==> src/rtl/phase_ctrl_pkg.sv <==
// Shared opcodes, reply bytes and FSM states for phase_cmd_ctrl.
// Optional feature macro: PHASE_READBACK_EN (enables the GET opcode).
package phase_ctrl_pkg;

  typedef enum logic [7:0] {
    OP_SET    = 8'h01,
    OP_COMMIT = 8'h02,
    OP_GET    = 8'h03
  } opcode_e;

  localparam logic [7:0] ACK = 8'hA5;
  localparam logic [7:0] NAK = 8'h5A;

  typedef enum logic [2:0] {
    S_OP,
    S_CH,
    S_PH,
    S_ACK,
    S_NAK,
    S_GCH,
    S_DAT
  } state_e;

endpackage

==> src/rtl/rx_byte_fetch.sv <==
// Single-outstanding RX FIFO reader; buffers one byte behind a valid/take handshake.
// Optional feature macro: PHASE_READBACK_EN (no effect in this block).
module rx_byte_fetch (
  input  logic       clk,
  input  logic       rst,
  input  logic       i_en,
  input  logic       i_take,
  input  logic       i_rx_empty,
  input  logic       i_rx_valid,
  input  logic [7:0] i_rx_data,
  output logic       o_rx_rd,
  output logic [7:0] o_byte,
  output logic       o_valid
);

  logic       r_pend;
  logic       r_have;
  logic [7:0] r_byte;

  // A pop is issued only with an empty buffer, so nothing is ever fetched
  // ahead while the consumer is busy pushing a reply.
  assign o_rx_rd = i_en && !i_rx_empty && !r_pend && !r_have;
  assign o_byte  = r_byte;
  assign o_valid = r_have;

  always_ff @(posedge clk or posedge rst) begin
    if (rst) begin
      r_pend <= 1'b0;
      r_have <= 1'b0;
      r_byte <= '0;
    end else begin
      if (o_rx_rd)
        r_pend <= 1'b1;
      else if (i_rx_valid)
        r_pend <= 1'b0;

      if (i_rx_valid && r_pend) begin
        r_have <= 1'b1;
        r_byte <= i_rx_data;
      end else if (i_take) begin
        r_have <= 1'b0;
      end
    end
  end

endmodule

==> src/rtl/phase_cmd_ctrl.sv <==
// Host packet parser with shadowed phase registers committed atomically on period_tick.
// Optional feature macro: PHASE_READBACK_EN (adds opcode 0x03 GET ch -> active phase byte).
module phase_cmd_ctrl
  import phase_ctrl_pkg::*;
#(
  parameter int NUM_CHANNELS = 2,
  parameter int PHASE_W      = 8,
  parameter int PERIOD       = 256,
  parameter int TIMEOUT_CYC  = 65535
) (
  input  logic                                 clk,
  input  logic                                 rst,
  input  logic                                 period_tick,
  input  logic [7:0]                           rxfifo_data,
  input  logic                                 rxfifo_valid,
  input  logic                                 rxfifo_empty,
  output logic                                 rxfifo_rd,
  input  logic                                 txfifo_full,
  output logic                                 txfifo_wr,
  output logic [7:0]                           txfifo_data,
  output logic [NUM_CHANNELS-1:0][PHASE_W-1:0] phases,
  output logic                                 commit_pending,
  output logic                                 read_error
);

  localparam int CW = $clog2(TIMEOUT_CYC + 1);

  state_e                             r_state, w_next;
  logic [7:0]                         r_ch;
  logic [NUM_CHANNELS-1:0][PHASE_W-1:0] r_shadow;
  logic [NUM_CHANNELS-1:0][PHASE_W-1:0] r_phases;
  logic                               r_pend;
  logic                               r_err;
  logic [CW-1:0]                      r_cnt;

  logic       w_en, w_take, w_wait, w_timeout;
  logic [7:0] w_byte;
  logic       w_byte_valid;
  logic       w_load_ch, w_set_shadow, w_commit_req, w_set_err;
  logic       w_ch_ok, w_ph_ok;

  rx_byte_fetch u_fetch (
    .clk        (clk),
    .rst        (rst),
    .i_en       (w_en),
    .i_take     (w_take),
    .i_rx_empty (rxfifo_empty),
    .i_rx_valid (rxfifo_valid),
    .i_rx_data  (rxfifo_data),
    .o_rx_rd    (rxfifo_rd),
    .o_byte     (w_byte),
    .o_valid    (w_byte_valid)
  );

  assign w_en      = (r_state == S_OP) || (r_state == S_CH) ||
                     (r_state == S_PH) || (r_state == S_GCH);
  assign w_take    = w_en && w_byte_valid;
  assign w_wait    = (r_state == S_CH) || (r_state == S_PH) || (r_state == S_GCH);
  assign w_timeout = (r_cnt == CW'(TIMEOUT_CYC - 1));
  assign w_ch_ok   = ({24'd0, r_ch} < 32'(NUM_CHANNELS));
  assign w_ph_ok   = ({24'd0, w_byte} < 32'(PERIOD));

  assign phases         = r_phases;
  assign commit_pending = r_pend;
  assign read_error     = r_err;

`ifdef PHASE_READBACK_EN
  logic [7:0] r_dat;
  logic [7:0] w_dat_sel;
  logic       w_get_ok;
  logic       w_load_dat;

  assign w_get_ok = ({24'd0, w_byte} < 32'(NUM_CHANNELS));

  always_comb begin
    w_dat_sel = '0;
    for (int unsigned i = 0; i < NUM_CHANNELS; i++)
      if (w_byte == 8'(i)) w_dat_sel = 8'(r_phases[i]);
  end

  always_ff @(posedge clk or posedge rst) begin
    if (rst)             r_dat <= '0;
    else if (w_load_dat) r_dat <= w_dat_sel;
  end
`endif

  always_comb begin
    w_next       = r_state;
    w_load_ch    = 1'b0;
    w_set_shadow = 1'b0;
    w_commit_req = 1'b0;
    w_set_err    = 1'b0;
    txfifo_wr    = 1'b0;
    txfifo_data  = '0;
`ifdef PHASE_READBACK_EN
    w_load_dat   = 1'b0;
`endif
    case (r_state)
      S_OP: begin
        if (w_take) begin
          case (w_byte)
            OP_SET:    w_next = S_CH;
            OP_COMMIT: begin
              w_commit_req = 1'b1;
              w_next       = S_ACK;
            end
`ifdef PHASE_READBACK_EN
            OP_GET:    w_next = S_GCH;
`endif
            default: begin
              w_set_err = 1'b1;
              w_next    = S_NAK;
            end
          endcase
        end
      end
      S_CH: begin
        if (w_take) begin
          w_load_ch = 1'b1;
          w_next    = S_PH;
        end else if (w_timeout) begin
          w_set_err = 1'b1;
          w_next    = S_OP;
        end
      end
      S_PH: begin
        if (w_take) begin
          if (w_ch_ok && w_ph_ok) begin
            w_set_shadow = 1'b1;
            w_next       = S_OP;
          end else begin
            w_set_err = 1'b1;
            w_next    = S_NAK;
          end
        end else if (w_timeout) begin
          w_set_err = 1'b1;
          w_next    = S_OP;
        end
      end
`ifdef PHASE_READBACK_EN
      // GET's channel byte is guarded by the same idle timeout as SET.
      S_GCH: begin
        if (w_take) begin
          if (w_get_ok) begin
            w_load_dat = 1'b1;
            w_next     = S_DAT;
          end else begin
            w_set_err = 1'b1;
            w_next    = S_NAK;
          end
        end else if (w_timeout) begin
          w_set_err = 1'b1;
          w_next    = S_OP;
        end
      end
      S_DAT: begin
        txfifo_data = r_dat;
        if (!txfifo_full) begin
          txfifo_wr = 1'b1;
          w_next    = S_OP;
        end
      end
`endif
      S_ACK: begin
        txfifo_data = ACK;
        if (!txfifo_full) begin
          txfifo_wr = 1'b1;
          w_next    = S_OP;
        end
      end
      S_NAK: begin
        txfifo_data = NAK;
        if (!txfifo_full) begin
          txfifo_wr = 1'b1;
          w_next    = S_OP;
        end
      end
      default: w_next = S_OP;
    endcase
  end

  always_ff @(posedge clk or posedge rst) begin
    if (rst) begin
      r_state  <= S_OP;
      r_ch     <= '0;
      r_shadow <= '0;
      r_phases <= '0;
      r_pend   <= 1'b0;
      r_err    <= 1'b0;
      r_cnt    <= '0;
    end else begin
      r_state <= w_next;
      if (w_load_ch) r_ch <= w_byte;
      for (int unsigned i = 0; i < NUM_CHANNELS; i++)
        if (w_set_shadow && (r_ch == 8'(i))) r_shadow[i] <= PHASE_W'(w_byte);
      if (period_tick && r_pend) r_phases <= r_shadow;
      // A COMMIT landing on the tick cycle stays pending for the next tick.
      if (w_commit_req)     r_pend <= 1'b1;
      else if (period_tick) r_pend <= 1'b0;
      if (w_set_err) r_err <= 1'b1;
      if (w_wait && !w_take) r_cnt <= r_cnt + CW'(1);
      else                   r_cnt <= '0;
    end
  end

endmodule
==> config.mk <==
export PLATFORM = sky130hd
export DESIGN_NAME = phase_cmd_ctrl
export DESIGN_NICKNAME = d
export VERILOG_FILES = /design/src/rtl/phase_ctrl_pkg.sv /design/src/rtl/rx_byte_fetch.sv /design/src/rtl/phase_cmd_ctrl.sv
export SDC_FILE = /design/constraint.sdc
export NUM_CORES = 1
export LEC_CHECK = 0
export CAP_MARGIN = 20
export CORE_AREA = 2 2 121 93
export CTS_CLUSTER_SIZE = 40
export DETAILED_ROUTE_END_ITERATION = 10
export DIE_AREA = 0 0 123 95
export DONT_BUFFER_PORTS = 1
export SLEW_MARGIN = 0
export SYNTH_ARGS = -nofsm -noshare
export SYNTH_HDL_FRONTEND = slang
export SYNTH_SLANG_ARGS = --single-unit
==> constraint.sdc <==
create_clock -name clk -period 2.05 [get_ports clk]
set_clock_uncertainty 0.05 [all_clocks]
set_input_delay 0.205 -clock clk [delete_from_list [all_inputs] [get_ports clk]]
set_output_delay 0.205 -clock clk [all_outputs]
set_load 0.05 [all_outputs]
==> reports/qor.csv, run 1 <==
stage,metric,value,unit
routing,dr_total_vias,1958,
cts,clk_pin_slew,0.06,ns
routing,drc,0,
yosys,muxShareOfSynthArea,17.5,%
die,rows,33,
timing,finalHoldViolCount,0,
cells_and_area,nFillCells,1053,
critical_path,worstSetupEndpointType,primary output,
yosys,synthSimpleGateAreaFrac,12.8,%
yosys,ys_types,40,
yosys,synth_cells,244,
yosys,synth_top_flop_cell,dfrtp_1,
yosys,synth.most_common_cell,dfrtp_1,
timing,relSlewSlack,57.7,%
yosys,synth_top_family_by_area,multiplexers,
critical_path,worstPathMaxFanout,7,
cells_and_area,post-route-util,35.7,%
timing,slew_violations,0,
flow_run,cap_violations,0,
critical_path,crit_type,register to primary output,
die,die_w,123,um
cells_and_area,num_antenna_cells,0,
die,die_h,95,um
cts,cts.sinks,71,
grt,grt_overflow,0,
placed_design,dp_hpwl,4.37,mm
yosys,synth.area.top_cells,"dfrtp_1, mux2_2, xor2_1, nor2_1, buf_4",
die,dieArea,0.0117,mm2
yosys,netlist_area,0.00309,mm2
timing,finalCriticalPeriod,1.91,ns
routing,dr.pass1.iters,4,
grt,grt_pass1_wl,10.5,mm
timing,tns,0,ns
cells_and_area,area_growth,23.3,%
critical_path,start_kind,register,
yosys,yosys.area.top_type,dfrtp_1,
grt,grt_usage,12.1,%
timing,holdWs,0.0171,ns
cts,clock_latency,0.34,ns
power,p_leak,1.71,nW
power,power.total,0.00437,W
timing,rsz0062_at_grt,no,
grt,grt_max_degree,52,
routing,vias_per_cell,4.75,
die,start_util,29.0,%
routing,drtIter0Drc,109,
critical_path,worstPathArrival,1.66,ns
yosys,syn_nets,260,
min_path,hold_class,primary input to register,
cts,htreeDepth,3,
placed_design,gp_congestion,0.779,
timing,fin_crit_sh,93.2,%
yosys,avgSynthCellArea,12.6,um2
placed_design,io_buffers,0,
die,core-area,0.0107,mm2
yosys,yosysTopAreaCellShare,57.6,%
cts,cts_tree,done,
grt,first_global_vias,1992,
cells_and_area,drive_gt1_share,31.6,%
yosys,yosysSeqAreaShare,57.6,%
timing,worstMarginPinSlew,0.635,ns
yosys,synth_xor_area_share,3.12,%
critical_path,cp.required,1.79,ns
timing,fmax,0.523,GHz
routing,wirelength,6.45,mm
yosys,async_flop_share,100,%
yosys,synth-seq-cells,71,
timing,finalSetupViolations,0,
cells_and_area,instances_no_fill,412,
yosys,synth_edf_count,0,
cts,clk_path_buf_depth,2,
cts,cts_root_buf,clkbuf_16,
grt,grt_antenna_before_repair,0,
routing,routedWlPerCell,15.7,um
yosys,yosys.area_share.adder,0.811,%
yosys,synthTopCellsByCount,"dfrtp_1, mux2_2, nor2_1",
power,power_density,1150,mW/mm2
outcome,status,"finished, final reports clean",
die,ioPinCount,42,
power,ir_drop,0.000899,V
routing,ant_nets,0,
yosys,synth_compound_area_share,4.95,%
placed_design,place_inst,384,
cells_and_area,nNetsFinal,283,
yosys,synth_warnings,0,
cts,cts_made_buffers,9,
-- flip-flops by register name (all words and copies together) (netlist names) --
name and cells:
u_fetch.o_valid 1, read_error 1, commit_pending 1, phases 16, u_fetch.r_pend 1, r_ch 8, u_fetch.o_byte 8, r_state 3
r_shadow 16, r_cnt 16
-- what timing repair did --
item,in CTS,in global routing
setup buffers,0,0
resized for setup,0,0
hold buffers,12,0
endpoints found under the setup margin,0,1
hold endpoints to repair,31,0
-- report_power, final --
part	internal, W	switching, W	total, W	leakage (nW)
Combinational	0.000373	0.000473	0.000847	0.591
Clock	0.00110	0.000605	0.00171	0.155
Sequential	0.00158	0.000231	0.00181	0.962
Total	0.00306	0.00131	0.00437	1.71
-- cells by family (layout without fill, tap and decap cells) --
group,Yosys count,count (layout)
fa+ha+maj,2,2
compound gates,24,24
mux,48,48
xor+xnor,11,11
simple gates,69,69
flops,71,71
buf+inv,19,47
-- worst paths after layout --
check	to	depth (start not counted)	slack (ns)	start
min in group asynchronous	phases[14]$_DFFE_PP0P_	2	0.33	rst
worst min-delay path	r_state[0]$_DFFE_PP0P_	2	0.02	txfifo_full
max in group asynchronous	phases[6]$_DFFE_PP0P_	3	1.01	rst
worst min register to register	r_cnt[0]$_DFF_PP0_	1	0.43	r_cnt[0]$_DFF_PP0_
worst max register to register	read_error$_DFFE_PP0P_	4	0.18	u_fetch.o_byte[2]$_DFFE_PP0P_
worst max-delay path	txfifo_wr	5	0.14	r_state[2]$_DFFE_PP0P_
-- worst max-delay path: stages, from the launching register on --
cell     delay [ns]
dfrtp_1        0.48
inv_1          0.18
nor3_4         0.28
nor2_1         0.08
nor2_1         0.09
buf_4          0.20
-- placed cells by master (no fill, tap or decap), types with 2 or more instances in the layout --
cell,netlist,layout
nor4_2,1,2
dlygate4sd3_1,0,12
nor2_1,19,18
buf_4,6,11
o21ai_0,7,7
nand4_1,5,5
inv_1,5,4
or3_1,4,4
bufinv_16,0,2
and3_1,2,2
o31ai_1,2,2
and4_1,3,3
clkinvlp_4,0,3
ha_1,2,2
dfrtp_1,71,71
and2_1,2,2
xor2_1,9,9
xnor2_1,2,2
clkbuf_16,0,9
buf_12,0,3
nand2_1,10,10
nand2b_1,3,3
nand3_1,6,6
a211oi_1,2,2
or4_1,2,2
a21oi_1,6,6
mux2_2,48,48
nor4b_1,2,2
nor3_1,3,2
-- per-layer routing --
metal	up-vias	share of wire (%)	global-route usage, %
met1	982	49	16.3
li1	918	-	-
met2	51	43	16.9
met5	-	0	0
met4	0	1.2	4.26
met3	7	6.6	5.56
-- cell type report --
cell class	instances	area, um2	area share, %
Sequential cell	71	1780	46.7
Multi-Input combinational cell	154	1230	32.5
Timing Repair Buffer	26	263	6.91
Clock buffer	10	239	6.28
Tap cell	140	175	4.61
Clock inverter	6	92.6	2.43
Inverter	5	22.5	0.592
-- metrics by stage --
step                      cell area [um2]  worst slack, ns
after floorplan                      3100           -0.359
after global placement               3350            0.198
after detailed placement             3350            0.177
after CTS                            3800           0.0558
after global routing                 3800           0.0500
final                                3800            0.139
No activity file was read; power rests on OpenSTA's default activity.
==> run 2: changes to the inputs <==
--- a/config.mk
+++ b/config.mk
@@ -7,6 +7,7 @@
 export LEC_CHECK = 0
 export CAP_MARGIN = 20
 export CORE_AREA = 2 2 121 93
+export CTS_BUF_LIST = sky130_fd_sc_hd__clkbuf_4
 export CTS_CLUSTER_SIZE = 40
 export DETAILED_ROUTE_END_ITERATION = 10
 export DIE_AREA = 0 0 123 95
==> run 2 against run 1 <==
Effect of this change: register-to-register slack worse by 0.03 ns; routed wire length down 0.76%; sequential cell count unchanged; final cell count unchanged; critical path type unchanged.
==> reports/qor.csv, run 2 (synthesis results as in run 1) <==
stage,metric,value,unit
outcome,status,"finished, final reports clean",
die,dieArea,0.0117,mm2
power,p_leak,1.63,nW
cells_and_area,drive_gt1_share,32.0,%
timing,finalSetupViolations,0,
cts,clock_latency,0.44,ns
critical_path,worstSetupEndpointType,primary output,
routing,drtIter0Drc,92,
cells_and_area,nFillCells,1069,
critical_path,worstPathMaxFanout,7,
die,core-area,0.0107,mm2
cts,postCtsSetupRepairBufs,0,
cts,htreeDepth,3,
cts,cts_tree,done,
routing,ant_nets,0,
die,die_w,123,um
grt,grt_pass1_wl,10.4,mm
routing,dr.pass1.iters,4,
cts,clk_pin_slew,0.12,ns
min_path,hold_class,primary input to register,
critical_path,r2r-end,read_error$_DFFE_PP0P_,
critical_path,worstPathArrival,1.70,ns
timing,relSlewSlack,58.6,%
timing,rsz0062_at_grt,no,
timing,worstMarginPinSlew,0.622,ns
timing,finalHoldViolCount,0,
grt,grt_usage,11.9,%
min_path,hp-start,rxfifo_empty,
die,start_util,29.0,%
routing,vias_per_cell,4.76,
placed_design,place_area,0.00335,mm2
timing,fin_crit_sh,95.5,%
grt,grt_overflow,0,
die,die_h,95,um
critical_path,rr_startpoint,u_fetch.o_byte[2]$_DFFE_PP0P_,
placed_design,dp_hpwl,4.37,mm
grt,grt_antenna_before_repair,0,
cts,cts.sinks,71,
power,ir_drop,0.00103,V
routing,dr_total_vias,1960,
cells_and_area,nNetsFinal,283,
critical_path,crit_type,register to primary output,
grt,first_global_vias,1967,
die,rows,33,
cells_and_area,layout_commonest_cell,dfrtp_1,
power,power.total,0.00369,W
critical_path,r2r_setup_slack,0.15,ns
die,ioPinCount,42,
cells_and_area,mostFrequentLayoutCells,"dfrtp_1, mux2_2, nor2_1, dlygate4sd3_1, buf_4",
timing,fmax,0.511,GHz
grt,grt_max_degree,52,
placed_design,io_buffers,0,
cts,clk_path_buf_depth,2,
timing,slew_violations,0,
routing,drc,0,
cts,cts_made_buffers,9,
timing,finalCriticalPeriod,1.96,ns
critical_path,ff2ff_path_depth,4,
placed_design,gp_congestion,0.779,
power,power_density,1010,mW/mm2
critical_path,start_kind,register,
cells_and_area,num_antenna_cells,0,
cells_and_area,final_area,0.00364,mm2
min_path,worstHoldEndpoint,u_fetch.r_pend$_DFFE_PP0P_,
cts,cts_root_buf,clkbuf_4,
routing,routedWlPerCell,15.5,um
min_path,hold_depth,3,
flow_run,cap_violations,0,
cells_and_area,area_growth,18.0,%
routing,wirelength,6.40,mm
critical_path,cp.required,1.79,ns
==> run 2: metal layers <==
| metal | up-vias | global-route usage [%] | part of all wire [%] | routed length, um |
|---|---|---|---|---|
| li1 | 916 | - | - | - |
| met1 | 976 | 16.2 | 49 | 3120 |
| met2 | 59 | 16.8 | 43 | 2740 |
| met3 | 9 | 5.56 | 7.3 | 468 |
| met4 | 0 | 3.41 | 1.2 | 74 |
| met5 | - | 0 | 0 | 0 |
==> run 2: layout make-up <==
class | instances | area (um2) | area share (%)
well taps | 140 | 175 | 4.81
clock inverters | 7 | 96.3 | 2.65
inverters | 5 | 22.5 | 0.619
clock buffers | 9 | 67.6 | 1.86
flip-flops and latches | 71 | 1780 | 48.8
repair buffers | 26 | 263 | 7.22
multi-input cells | 154 | 1240 | 34.0
==> run 2: worst max path at each step <==
stage,slack [ns],depth (start not counted),from,end
floorplan,-0.36,5,r_state[0]$_DFFE_PP0P_,txfifo_wr
global placement,0.20,4,u_fetch.o_byte[2]$_DFFE_PP0P_,read_error$_DFFE_PP0P_
detailed placement,0.18,4,u_fetch.o_byte[2]$_DFFE_PP0P_,read_error$_DFFE_PP0P_
CTS,0.02,5,r_state[0]$_DFFE_PP0P_,rxfifo_rd
global route,0.0007,5,r_state[2]$_DFFE_PP0P_,txfifo_wr
finish,0.09,5,r_state[2]$_DFFE_PP0P_,txfifo_wr
==> run 2: repair_timing <==
item	CTS	global route
setup endpoints to repair	1	1
pin swaps	1	0
hold buffers	12	0
hold endpoints to repair	68	0
gates cloned	0	0
gates resized for setup	1	2
==> run 2: report_power, final <==
| part | internal [W] | switching [W] |
|---|---|---|
| Clock | 0.000495 | 0.000527 |
| Combinational | 0.000374 | 0.000479 |
| Sequential | 0.00158 | 0.000232 |
| Total | 0.00245 | 0.00124 |
==> run 2: stage by stage <==
step / setup TNS, ns / hold slack, ns / worst slack [ns] / cells / utilization, %
2_1_floorplan: -0.359 / 0.251 / -0.359 / 244 / -
3_3_place_gp: 0 / 0.0711 / 0.198 / 384 / 31.5
3_5_place_dp: 0 / 0.0781 / 0.177 / 384 / 31.5
4_1_cts: 0 / 0.0909 / 0.0183 / 412 / 34.1
5_1_grt: 0 / 0.0861 / 0.000739 / 412 / 34.2
6_report: 0 / 0.113 / 0.0925 / 412 / 34.2
==> run 2: worst max-delay path, cell delays in order (launching register included) <==
cell and delay [ns]:
dfrtp_2 0.46, inv_1 0.15, nor3_4 0.28, nor2_1 0.09, nor2_1 0.09, buf_4 0.20
